## config.mk

```make
export PLATFORM = sky130hd
export DESIGN_NAME = gw2a_ddr_dq_sched
export DESIGN_NICKNAME = d
export VERILOG_FILES = /design/src/rtl/gw2a_ddr_dq_sched.sv
export SDC_FILE = /design/constraint.sdc
export NUM_CORES = 1
export LEC_CHECK = 0
export ABC_AREA = 1
export ABC_CLOCK_PERIOD_IN_PS = 4500
export CAP_MARGIN = 20
export CORE_MARGIN = 2
export CORE_UTILIZATION = 25
export CTS_BUF_LIST = sky130_fd_sc_hd__clkbuf_8 sky130_fd_sc_hd__clkbuf_16
export DETAILED_ROUTE_END_ITERATION = 7
export HOLD_SLACK_MARGIN = 0.03
export PLACE_DENSITY = 0.41
export SLEW_MARGIN = 20
export SYNTH_ARGS = -nofsm -noshare
export SYNTH_HDL_FRONTEND = slang
export SYNTH_SLANG_ARGS = --single-unit
```

## constraint.sdc

```tcl
create_clock -name clock -period 4.5 [get_ports clock]
set_clock_uncertainty 0.05 [all_clocks]
set_input_delay 0.9 -clock clock [delete_from_list [all_inputs] [get_ports clock]]
set_output_delay 0.9 -clock clock [all_outputs]
set_load 0.01 [all_outputs]
```

## src/rtl/gw2a_ddr_dq_sched.sv

```systemverilog
// rtl/gw2a_ddr_dq_sched.sv - DQ/DQS IOB sequencer: output enables, write fetch, read capture, turnaround spacing
module gw2a_ddr_dq_sched #(
    parameter int WR_LAT   = 5,
    parameter int RD_LAT   = 7,
    parameter int BURST    = 4,
    parameter int WR_TO_RD = 2,
    parameter int RD_TO_WR = 2
) (
    input  logic clock,
    input  logic reset_n,
    input  logic cmd_valid_i,
    output logic cmd_ready_o,
    input  logic cmd_write_i,
    output logic wr_ready_o,
    input  logic wr_valid_i,
    output logic dq_oen_o,
    output logic dqs_oen_o,
    output logic rd_capture_o,
    output logic rd_last_o,
    output logic busy_o,
    output logic err_underrun_o
);

    localparam int WR_DEPTH   = WR_LAT + BURST;
    localparam int RD_DEPTH   = RD_LAT + BURST - 1;
    localparam int GAP_WR_RAW = WR_LAT + BURST + WR_TO_RD + 1 - RD_LAT;
    localparam int GAP_RW_RAW = RD_LAT + BURST + RD_TO_WR + 1 - WR_LAT;
    // Ready ignores the next command's direction, so each history uses its worst gap.
    localparam int GAP_W      = (GAP_WR_RAW > BURST) ? GAP_WR_RAW : BURST;
    localparam int GAP_R      = (GAP_RW_RAW > BURST) ? GAP_RW_RAW : BURST;
    localparam logic [3:0] NEED_W = 4'(GAP_W);
    localparam logic [3:0] NEED_R = 4'(GAP_R);

    // Bit k set means a command of that direction was accepted k cycles ago.
    logic [WR_DEPTH:1] wr_line;
    logic [RD_DEPTH:1] rd_line;
    logic [3:0]        since_wr;
    logic [3:0]        since_rd;
    logic [3:0]        since_wr_nxt;
    logic [3:0]        since_rd_nxt;
    logic              accept;
    logic              accept_wr;
    logic              accept_rd;

    always_comb begin
        accept       = cmd_valid_i & cmd_ready_o;
        accept_wr    = accept & cmd_write_i;
        accept_rd    = accept & ~cmd_write_i;
        since_wr_nxt = accept_wr ? 4'd1 : ((since_wr == 4'hF) ? since_wr : since_wr + 4'd1);
        since_rd_nxt = accept_rd ? 4'd1 : ((since_rd == 4'hF) ? since_rd : since_rd + 4'd1);
    end

    always_ff @(posedge clock or negedge reset_n) begin
        if (!reset_n) begin
            wr_line        <= '0;
            rd_line        <= '0;
            since_wr       <= 4'hF;
            since_rd       <= 4'hF;
            cmd_ready_o    <= 1'b0;
            err_underrun_o <= 1'b0;
        end else begin
            wr_line[1] <= accept_wr;
            for (int i = 2; i <= WR_DEPTH; i++) begin
                wr_line[i] <= wr_line[i-1];
            end
            rd_line[1] <= accept_rd;
            for (int i = 2; i <= RD_DEPTH; i++) begin
                rd_line[i] <= rd_line[i-1];
            end
            since_wr    <= since_wr_nxt;
            since_rd    <= since_rd_nxt;
            cmd_ready_o <= (since_wr_nxt >= NEED_W) && (since_rd_nxt >= NEED_R);
            if (wr_ready_o && !wr_valid_i) begin
                err_underrun_o <= 1'b1;
            end
        end
    end

    // Fetch runs one cycle ahead of drive; DQS adds one preamble and one postamble cycle.
    assign wr_ready_o   = |wr_line[WR_LAT+BURST-2:WR_LAT-1];
    assign dq_oen_o     = ~(|wr_line[WR_LAT+BURST-1:WR_LAT]);
    assign dqs_oen_o    = ~(|wr_line[WR_LAT+BURST:WR_LAT-1]);
    assign rd_capture_o = |rd_line[RD_LAT+BURST-1:RD_LAT];
    assign rd_last_o    = rd_line[RD_LAT+BURST-1];
    assign busy_o       = (|wr_line) | (|rd_line);

endmodule
```

==> results of run 1 <==
==> where the power goes <==
part           leakage, nW  switching, mW  internal (mW)
logic                0.303          0.172          0.140
registers            0.366         0.0572          0.352
clock network       0.0626         0.0911          0.178
==> Yosys cell counts <==
cell	instances	share of area
a21oi_1	2	0.0089
clkinv_1	1	0.0033
dfrtp_1	21	0.47
dfstp_2	8	0.19
ha_1	2	0.022
inv_1	18	0.060
inv_2	4	0.013
nand2_1	22	0.073
nand3_1	10	0.044
nand3_2	1	0.0089
nand3_4	1	0.016
nand4_1	3	0.017
nor2_1	8	0.027
nor2_2	2	0.011
nor3_1	3	0.013
nor4_1	3	0.017
or2_1	2	0.011
==> cell families after synthesis <==
kind of cell | Yosys count | share of synthesized area
DFF | 29 | 0.654
buffers and inverters | 23 | 0.0767
adders and majority gates | 2 | 0.0222
AOI/OAI and AO/OA | 2 | 0.00890
and+or+nand+nor | 55 | 0.238
==> area by class of cell <==
class | instances | share of cell area
inverter | 23 | 0.0604
clock inverter | 2 | 0.0236
multi-input combinational | 59 | 0.212
timing repair buffer | 13 | 0.0858
sequential | 29 | 0.515
clock buffer | 6 | 0.0578
tap | 52 | 0.0455
==> worst reg2reg max path: cells and delay by family (launching register included) <==
kind	cells	cell delay (ns)
DFF	1	0.56
and+or+nand+nor	6	0.48
adders and majority gates	1	0.22
AOI/OAI and AO/OA	1	0.13
==> worst max-delay path by stage <==
stage	slack, ns	start	to	depth (start not counted)
floorplan	2.61	rd_line[10]	busy_o	4
finish	1.90	rd_line[10]	busy_o	5
global placement	2.10	reset_n	since_rd[1]	2
detailed placement	2.15	rd_line[10]	busy_o	5
CTS	1.83	rd_line[10]	busy_o	5
global route	1.70	rd_line[8]	busy_o	5
==> routing by layer <==
metal  vias up  track usage  share of wire
li1        384            -              -
met1       350        0.105           0.44
met2        18        0.138           0.47
met3         6       0.0399          0.061
met4         0       0.0629          0.026
met5         -            0              0
==> sequential cells by signal, summed over array words and instances, names as in the netlist <==
register	cells
cmd_ready_o	1
since_wr	4
since_rd	4
err_underrun_o	1
wr_line	9
rd_line	10
==> through the flow <==
stage,instance area (sq um),utilization,power (mW)
final,1430,0.328,0.991
after global routing,1430,0.328,1.08
after CTS,1430,0.328,1.01
after detailed placement,1310,0.301,0.733
after global placement,1320,0.303,0.727
after floorplan,1120,-,0.617
==> results_dict.tcl, run 1 <==
set metrics [dict create \
    status "completed" \
    first_pass_iters 4 \
    hold_start "rd_line[7]" \
    portBuffers 12 \
    cts.sinks 29 \
    setup_viol 0 \
    cts_made_buffers 5 \
    io_pins 13 \
    grt_max_degree 27 \
    worstPathArrival_ns 1.65 \
    first_iter_violations 59 \
    root_buffer "clkbuf_8" \
    h-tree-depth 2 \
    peakVddDrop_uv 211 \
    drv_slew 0 \
    critPathBufInv 1 \
    max_slew_margin 0.630 \
    period_needed_ns 2.60 \
    multiInputGateArea_sq_um 303 \
    cts_tree "done" \
    row_count 24 \
    grt_pass1_vias 789 \
    dp_hpwl_um 1450 \
    crit_fanout 2 \
    grt_remaining_overflow 0 \
    ant_nets 0 \
    yosysUniqueCellTypes 17 \
    die_x_um 71.1 \
    routed_wl_um 1900 \
    synthToLayoutAreaGrowth_pct 27.0 \
    syn-num-nets 118 \
    synth_seq_area_share 0.654 \
    timing_worst_setup_path_type "flop to output port" \
    core_area_sq_mm 0.00435 \
    worstPathCellList "nor2_1 > nand2_1 > nor4_1 > nand4_1 > clkdlybuf4s50_1" \
    setup_ws_ns 1.90 \
    post_cts_buffers 0 \
    leakage_nw 0.732 \
    placedCellCount 176 \
    worst_slew_pin_slew_ns 0.555 \
    fp.dieH_um 71.1 \
    dieArea_sq_mm 0.00505 \
    routabilityCongestion 0.742 \
    hold_viol_final 0 \
    syn_area_sq_mm 0.00112 \
    final.setup.tns_ns 0 \
    mostFrequentLayoutCell "nand2_1" \
    cts_resized 0 \
    syn_avg_cell_area_sq_um 10.1 \
    dr_total_vias 758 \
    n_antenna_cell 0 \
    worstSetupEndpointType "output port" \
    ys_ff_latch 29 \
    place_ws_ns 2.15 \
    stdcell_count 184 \
    cts.reportedPaths.clkPinSlew_ns 0.06 \
    critPathSlowestCell "clkdlybuf4s50_1" \
    yosys_warnings 0 \
    cp-start-kind "flop" \
    cp_top_family "buffers and inverters" \
    min_period_over_period 0.578 \
    powerDensity_mw_per_mm2 693 \
    hold-path-cell-count 0 \
    drive_above_1_share 0.189 \
    slowest_delay_ns 0.50 \
    antenna_found_initial 0 \
    post_drt_wl_per_cell_um 10.3 \
    holdBufCountCts 0 \
    clk_latency_ns 0.28 \
    final_cell_mix "nand2_1, dfrtp_1, inv_1" \
    synthCells 111 \
    rr_startpoint "since_wr[1]" \
    rsz0062_at_grt "no" \
    worst_r2r_endpoint "cmd_ready_o" \
    fmax_ghz 0.385 \
    required_ns 3.55 \
    maxCapViolCount 0 \
    reg2regPathDepth 8 \
    reg2reg_slack_ns 2.95 \
    hold_class "flop to flop" \
    fillers 446 \
    min_to "rd_line[8]" \
    drc 0 \
    via_per_inst 4.12 \
    initial_core_util 0.258 \
    grt_pass1_wl_um 3450 \
    seqCellArea_sq_um 736 \
    nNetsFinal 138 \
    whs_ns 0.322 \
    clock_path_buffers 2 \
    grtUsageTotal 0.0918 \
]
Note: power is estimated with default switching activity, not from simulation.
==> run 2: changes to the inputs <==
--- a/config.mk
+++ b/config.mk
@@ -6,14 +6,14 @@
 export NUM_CORES = 1
 export LEC_CHECK = 0
 export ABC_AREA = 1
-export ABC_CLOCK_PERIOD_IN_PS = 4500
+export ABC_CLOCK_PERIOD_IN_PS = 2200
 export CAP_MARGIN = 20
 export CORE_MARGIN = 2
 export CORE_UTILIZATION = 25
 export CTS_BUF_LIST = sky130_fd_sc_hd__clkbuf_8 sky130_fd_sc_hd__clkbuf_16
 export DETAILED_ROUTE_END_ITERATION = 7
 export HOLD_SLACK_MARGIN = 0.03
-export PLACE_DENSITY = 0.41
+export PLACE_DENSITY = 0.42
 export SLEW_MARGIN = 20
 export SYNTH_ARGS = -nofsm -noshare
 export SYNTH_HDL_FRONTEND = slang
==> constraint.sdc (replaced) <==
create_clock -name clock -period 2.2 [get_ports clock]
set_clock_uncertainty 0.05 [all_clocks]
set_input_delay 0.44 -clock clock [delete_from_list [all_inputs] [get_ports clock]]
set_output_delay 0.44 -clock clock [all_outputs]
set_load 0.01 [all_outputs]
==> results_dict.tcl, run 2 (synthesized netlist as in run 1, its figures left out) <==
set metrics [dict create \
    met2_usage 0.106 \
    finalInstanceArea_sq_mm 0.00146 \
    rr_startpoint "since_wr[0]" \
    powerDensity_mw_per_mm2 1440 \
    worstSetupEndpointType "output port" \
    cp-start-kind "flop" \
    io_pins 13 \
    clockPowerShare 0.304 \
    core_area_sq_mm 0.00435 \
    worst_slew_pin_slew_ns 0.367 \
    grt_pass1_vias 711 \
    crit_fanout 4 \
    grt-busiest-layer "met1" \
    post_drt_wl_per_cell_um 9.38 \
    ant_nets 0 \
    portBuffers 12 \
    hold_viol_final 0 \
    power.switching_fraction 0.306 \
    cts.reportedPaths.clkPinSlew_ns 0.06 \
    nNetsFinal 138 \
    reg2reg_slack_ns 0.63 \
    place_ws_ns 0.364 \
    dr_total_vias 753 \
    leakage_nw 0.739 \
    post_cts_buffers 0 \
    utilization 0.335 \
    grtUsageTotal 0.0818 \
    timing_worst_setup_path_type "flop to output port" \
    period_needed_ns 2.08 \
    synthToLayoutAreaGrowth_pct 29.6 \
    grt_pass1_wl_um 3160 \
    fmax_ghz 0.481 \
    grt_max_degree 30 \
    dp_hpwl_um 1270 \
    required_ns 1.71 \
    status "completed" \
    die_x_um 71.1 \
    largest_reg_flops 10 \
    mostFrequentLayoutCell "nand2_1" \
    worstPathArrival_ns 1.59 \
    min_period_over_period 0.945 \
    fillers 440 \
    h-tree-depth 2 \
    drive_above_1_share 0.197 \
    grt_remaining_overflow 0 \
    gr-usage-met3 0.0413 \
    fp.dieH_um 71.1 \
    routabilityCongestion 0.675 \
    cts_made_buffers 5 \
    power_switching_mw 0.643 \
    dpl-instance-area_sq_mm 0.00132 \
    met1_usage 0.113 \
    row_count 24 \
    clock_path_buffers 2 \
    n_antenna_cell 0 \
    clk_latency_ns 0.27 \
    hold_start "wr_line[5]" \
    cts_tree "done" \
    drv_slew 0 \
    drc 0 \
    largest-register "rd_line" \
    cts.sinks 29 \
    dieArea_sq_mm 0.00505 \
    reg_top3 "rd_line (10), wr_line (9)" \
    min_to "wr_line[6]" \
    initial_core_util 0.258 \
    reg2regPathDepth 8 \
    maxCapViolCount 0 \
    first_pass_iters 3 \
    via_per_inst 4.09 \
    final_cell_mix "nand2_1, dfrtp_1, inv_1" \
    max_slew_margin 0.756 \
    setup_ws_ns 0.122 \
    setup_viol 0 \
    worst_r2r_endpoint "cmd_ready_o" \
    routed_wl_um 1730 \
    hold_class "flop to flop" \
    p_comb_frac 0.301 \
    p_seq_frac 0.395 \
    antenna_found_initial 0 \
    root_buffer "clkbuf_8" \
    hold-path-cell-count 0 \
    first_iter_violations 62 \
    peakVddDrop_uv 505 \
    intPower_mw 1.46 \
]
==> run 2: routing by layer <==
layer / part of all wire / vias to the layer above
li1: - / 392
met1: 0.53 / 340
met2: 0.40 / 16
met3: 0.054 / 5
met4: 0.016 / 0
met5: 0 / -
==> run 2: layout make-up <==
cell class | instances | area [sq um] | area share
Tap cell | 52 | 65.1 | 0.0446
Clock buffer | 5 | 68.8 | 0.0472
Multi-Input combinational cell | 59 | 309 | 0.212
Timing Repair Buffer | 13 | 128 | 0.0876
Clock inverter | 3 | 65.1 | 0.0446
Inverter | 23 | 86.3 | 0.0592
Sequential cell | 29 | 736 | 0.505
==> run 2: metrics by stage <==
stage	hold WS (ns)	std cells	total power, mW	setup TNS (ns)
2_1_floorplan	0.0944	111	1.26	0
3_3_place_gp	0.308	176	1.47	0
3_5_place_dp	0.313	176	1.48	0
4_1_cts	0.329	184	2.14	0
5_1_grt	0.336	184	2.29	-0.0268
6_report	0.327	184	2.10	0
==> run 2: how the worst max path moves through the flow <==
stage                      from     end  slack (ns)  depth (start not counted)
finish               wr_line[4]  busy_o        0.12                          3
detailed placement  rd_line[10]  busy_o        0.36                          5
CTS                 rd_line[10]  busy_o        0.05                          5
global route        rd_line[10]  busy_o       -0.03                          5
global placement     wr_line[4]  busy_o        0.35                          3
floorplan           rd_line[10]  busy_o        0.77                          4
==> run 2: power groups by stage <==
stage | combinational (mW) | sequential [mW] | clock [mW]
floorplan | 0.447 | 0.816 | 0
global placement | 0.635 | 0.835 | 0
detailed placement | 0.640 | 0.839 | 0
CTS | 0.645 | 0.830 | 0.660
global route | 0.748 | 0.850 | 0.687
finish | 0.633 | 0.830 | 0.639
==> run 2: repair_timing <==
action | 4_1_cts | 5_1_grt
hold buffers | 0 | 0
hold endpoints to repair | 0 | 0
endpoints found under the setup margin | 0 | 1
gates resized for setup | 0 | 1
==> run 2: critical path, cell delays in order (launching register included) <==
cell and delay (ns):
dfrtp_1 0.41, nor4_1 0.30, nand4_1 0.12, clkdlybuf4s50_1 0.49
==> run 3: changes to the inputs <==
--- a/config.mk
+++ b/config.mk
@@ -9,11 +9,11 @@
 export ABC_CLOCK_PERIOD_IN_PS = 2200
 export CAP_MARGIN = 20
 export CORE_MARGIN = 2
-export CORE_UTILIZATION = 25
+export CORE_UTILIZATION = 48
 export CTS_BUF_LIST = sky130_fd_sc_hd__clkbuf_8 sky130_fd_sc_hd__clkbuf_16
 export DETAILED_ROUTE_END_ITERATION = 7
 export HOLD_SLACK_MARGIN = 0.03
-export PLACE_DENSITY = 0.42
+export PLACE_DENSITY = 0.72
 export SLEW_MARGIN = 20
 export SYNTH_ARGS = -nofsm -noshare
 export SYNTH_HDL_FRONTEND = slang
==> results_dict.tcl, run 3 (synthesized netlist as in run 1, its figures left out) <==
set metrics [dict create \
    final_cell_mix "nand2_1, inv_1, dfrtp_1" \
    row_count 17 \
    maxCapViolCount 0 \
    leakage_nw 0.726 \
    first_iter_violations 12 \
    critPathSlowestCell "clkdlybuf4s50_1" \
    dr_total_vias 761 \
    antenna_found_initial 0 \
    drc 0 \
    grt_max_degree 30 \
    reg2reg_slack_ns 0.65 \
    hold_viol_final 0 \
    n_antenna_cell 0 \
    largest-register "rd_line" \
    setup_viol 0 \
    cts.reportedPaths.clkPinSlew_ns 0.06 \
    min_period_over_period 0.937 \
    ant_nets 0 \
    grt_pass1_vias 753 \
    cp-start-kind "flop" \
    grt_pass1_wl_um 3150 \
    root_buffer "clkbuf_8" \
    peakVddDrop_uv 834 \
    largest_reg_flops 10 \
    routabilityCongestion 0.784 \
    dp_hpwl_um 1250 \
    cts_made_buffers 5 \
    cts.sinks 29 \
    drive_above_1_share 0.167 \
    holdBufCountCts 0 \
    utilization 0.619 \
    initial_core_util 0.508 \
    dieArea_sq_mm 0.00275 \
    cts_tree "done" \
    routed_wl_um 1760 \
    grt_remaining_overflow 0 \
    hold_class "flop to flop" \
    slowest_delay_ns 0.56 \
    powerDensity_mw_per_mm2 1350 \
    portBuffers 12 \
    drv_slew 0 \
    first_pass_iters 4 \
    crit_fanout 3 \
    nNetsFinal 138 \
    h-tree-depth 2 \
    reg_top3 "rd_line (10), wr_line (9)" \
    die_x_um 52.4 \
    core_area_sq_mm 0.00221 \
    worstPathArrival_ns 1.57 \
    required_ns 1.71 \
    worstPathCellList "nor2_1 > nand3_1 > nor3_1 > clkdlybuf4s50_1" \
    rsz0062_at_grt "no" \
    worstSetupEndpointType "output port" \
    clk_latency_ns 0.27 \
    grtUsageTotal 0.164 \
    timing_worst_setup_path_type "flop to output port" \
    final.setup.tns_ns 0 \
    worst_slew_pin_slew_ns 0.346 \
    post_cts_buffers 0 \
    stdcell_count 160 \
    io_pins 13 \
    period_needed_ns 2.06 \
    whs_ns 0.330 \
    post_drt_wl_per_cell_um 11.0 \
    totalPowerFinal_mw 1.85 \
    mostFrequentLayoutCell "nand2_1" \
    placedCellCount 152 \
    synthToLayoutAreaGrowth_pct 21.8 \
    max_slew_margin 0.769 \
    clock_path_buffers 2 \
    fmax_ghz 0.485 \
    via_per_inst 4.76 \
    fp.dieH_um 52.4 \
    status "completed" \
]
-- run 3: report_power, final --
| group | leakage (nW) | switching [mW] | total (mW) | internal (mW) |
|---|---|---|---|---|
| combinational | 0.308 | 0.351 | 0.637 | 0.286 |
| clock | 0.0519 | 0.174 | 0.383 | 0.210 |
| sequential | 0.366 | 0.112 | 0.832 | 0.720 |
-- run 3: area by class of cell --
class | instances | area, sq um
Inverter | 23 | 86.3
Timing Repair Buffer | 13 | 130
Sequential cell | 29 | 736
Tap cell | 28 | 35.0
Clock inverter | 3 | 11.3
Multi-Input combinational cell | 59 | 303
Clock buffer | 5 | 68.8
Fill cell | 195 | 842
-- run 3: metal layers --
metal	part of all wire	wire [um]	up-vias	track usage
met5	0	0	-	0
met2	0.47	824	18	0.260
met4	0.022	39	0	0.0897
li1	-	-	381	-
met3	0.052	92	5	0.0600
met1	0.46	801	357	0.193
-- run 3: path summary, 6_finish.rpt --
| path | cells after the start | start | to |
|---|---|---|---|
| setup / recovery | 4 | wr_line[7] | dqs_oen_o |
| hold / removal | 0 | rd_line[3] | rd_line[4] |
| setup reg to reg | 8 | since_wr[0] | cmd_ready_o |
| hold reg to reg | 0 | rd_line[3] | rd_line[4] |
| max in group asynchronous | 2 | reset_n | since_rd[2] |
| min in group asynchronous | 2 | reset_n | cmd_ready_o |
-- run 3: timing repair --
action,CTS,global route
endpoints found under the setup margin,0,1
endpoints found under the hold margin,0,0
gates resized for setup,0,1
-- run 3: stage by stage --
| stage | setup slack [ns] | area [sq um] |
|---|---|---|
| 2_1_floorplan | 0.773 | 1120 |
| 3_3_place_gp | 0.419 | 1290 |
| 3_5_place_dp | 0.387 | 1290 |
| 4_1_cts | 0.0918 | 1370 |
| 5_1_grt | 0.0347 | 1370 |
| 6_report | 0.139 | 1370 |
-- run 3: worst max-delay path: cells and delay by family (launching register included) --
family | cells | cell delay, ns
buffers and inverters | 1 | 0.56
DFF | 1 | 0.39
and+or+nand+nor | 3 | 0.35
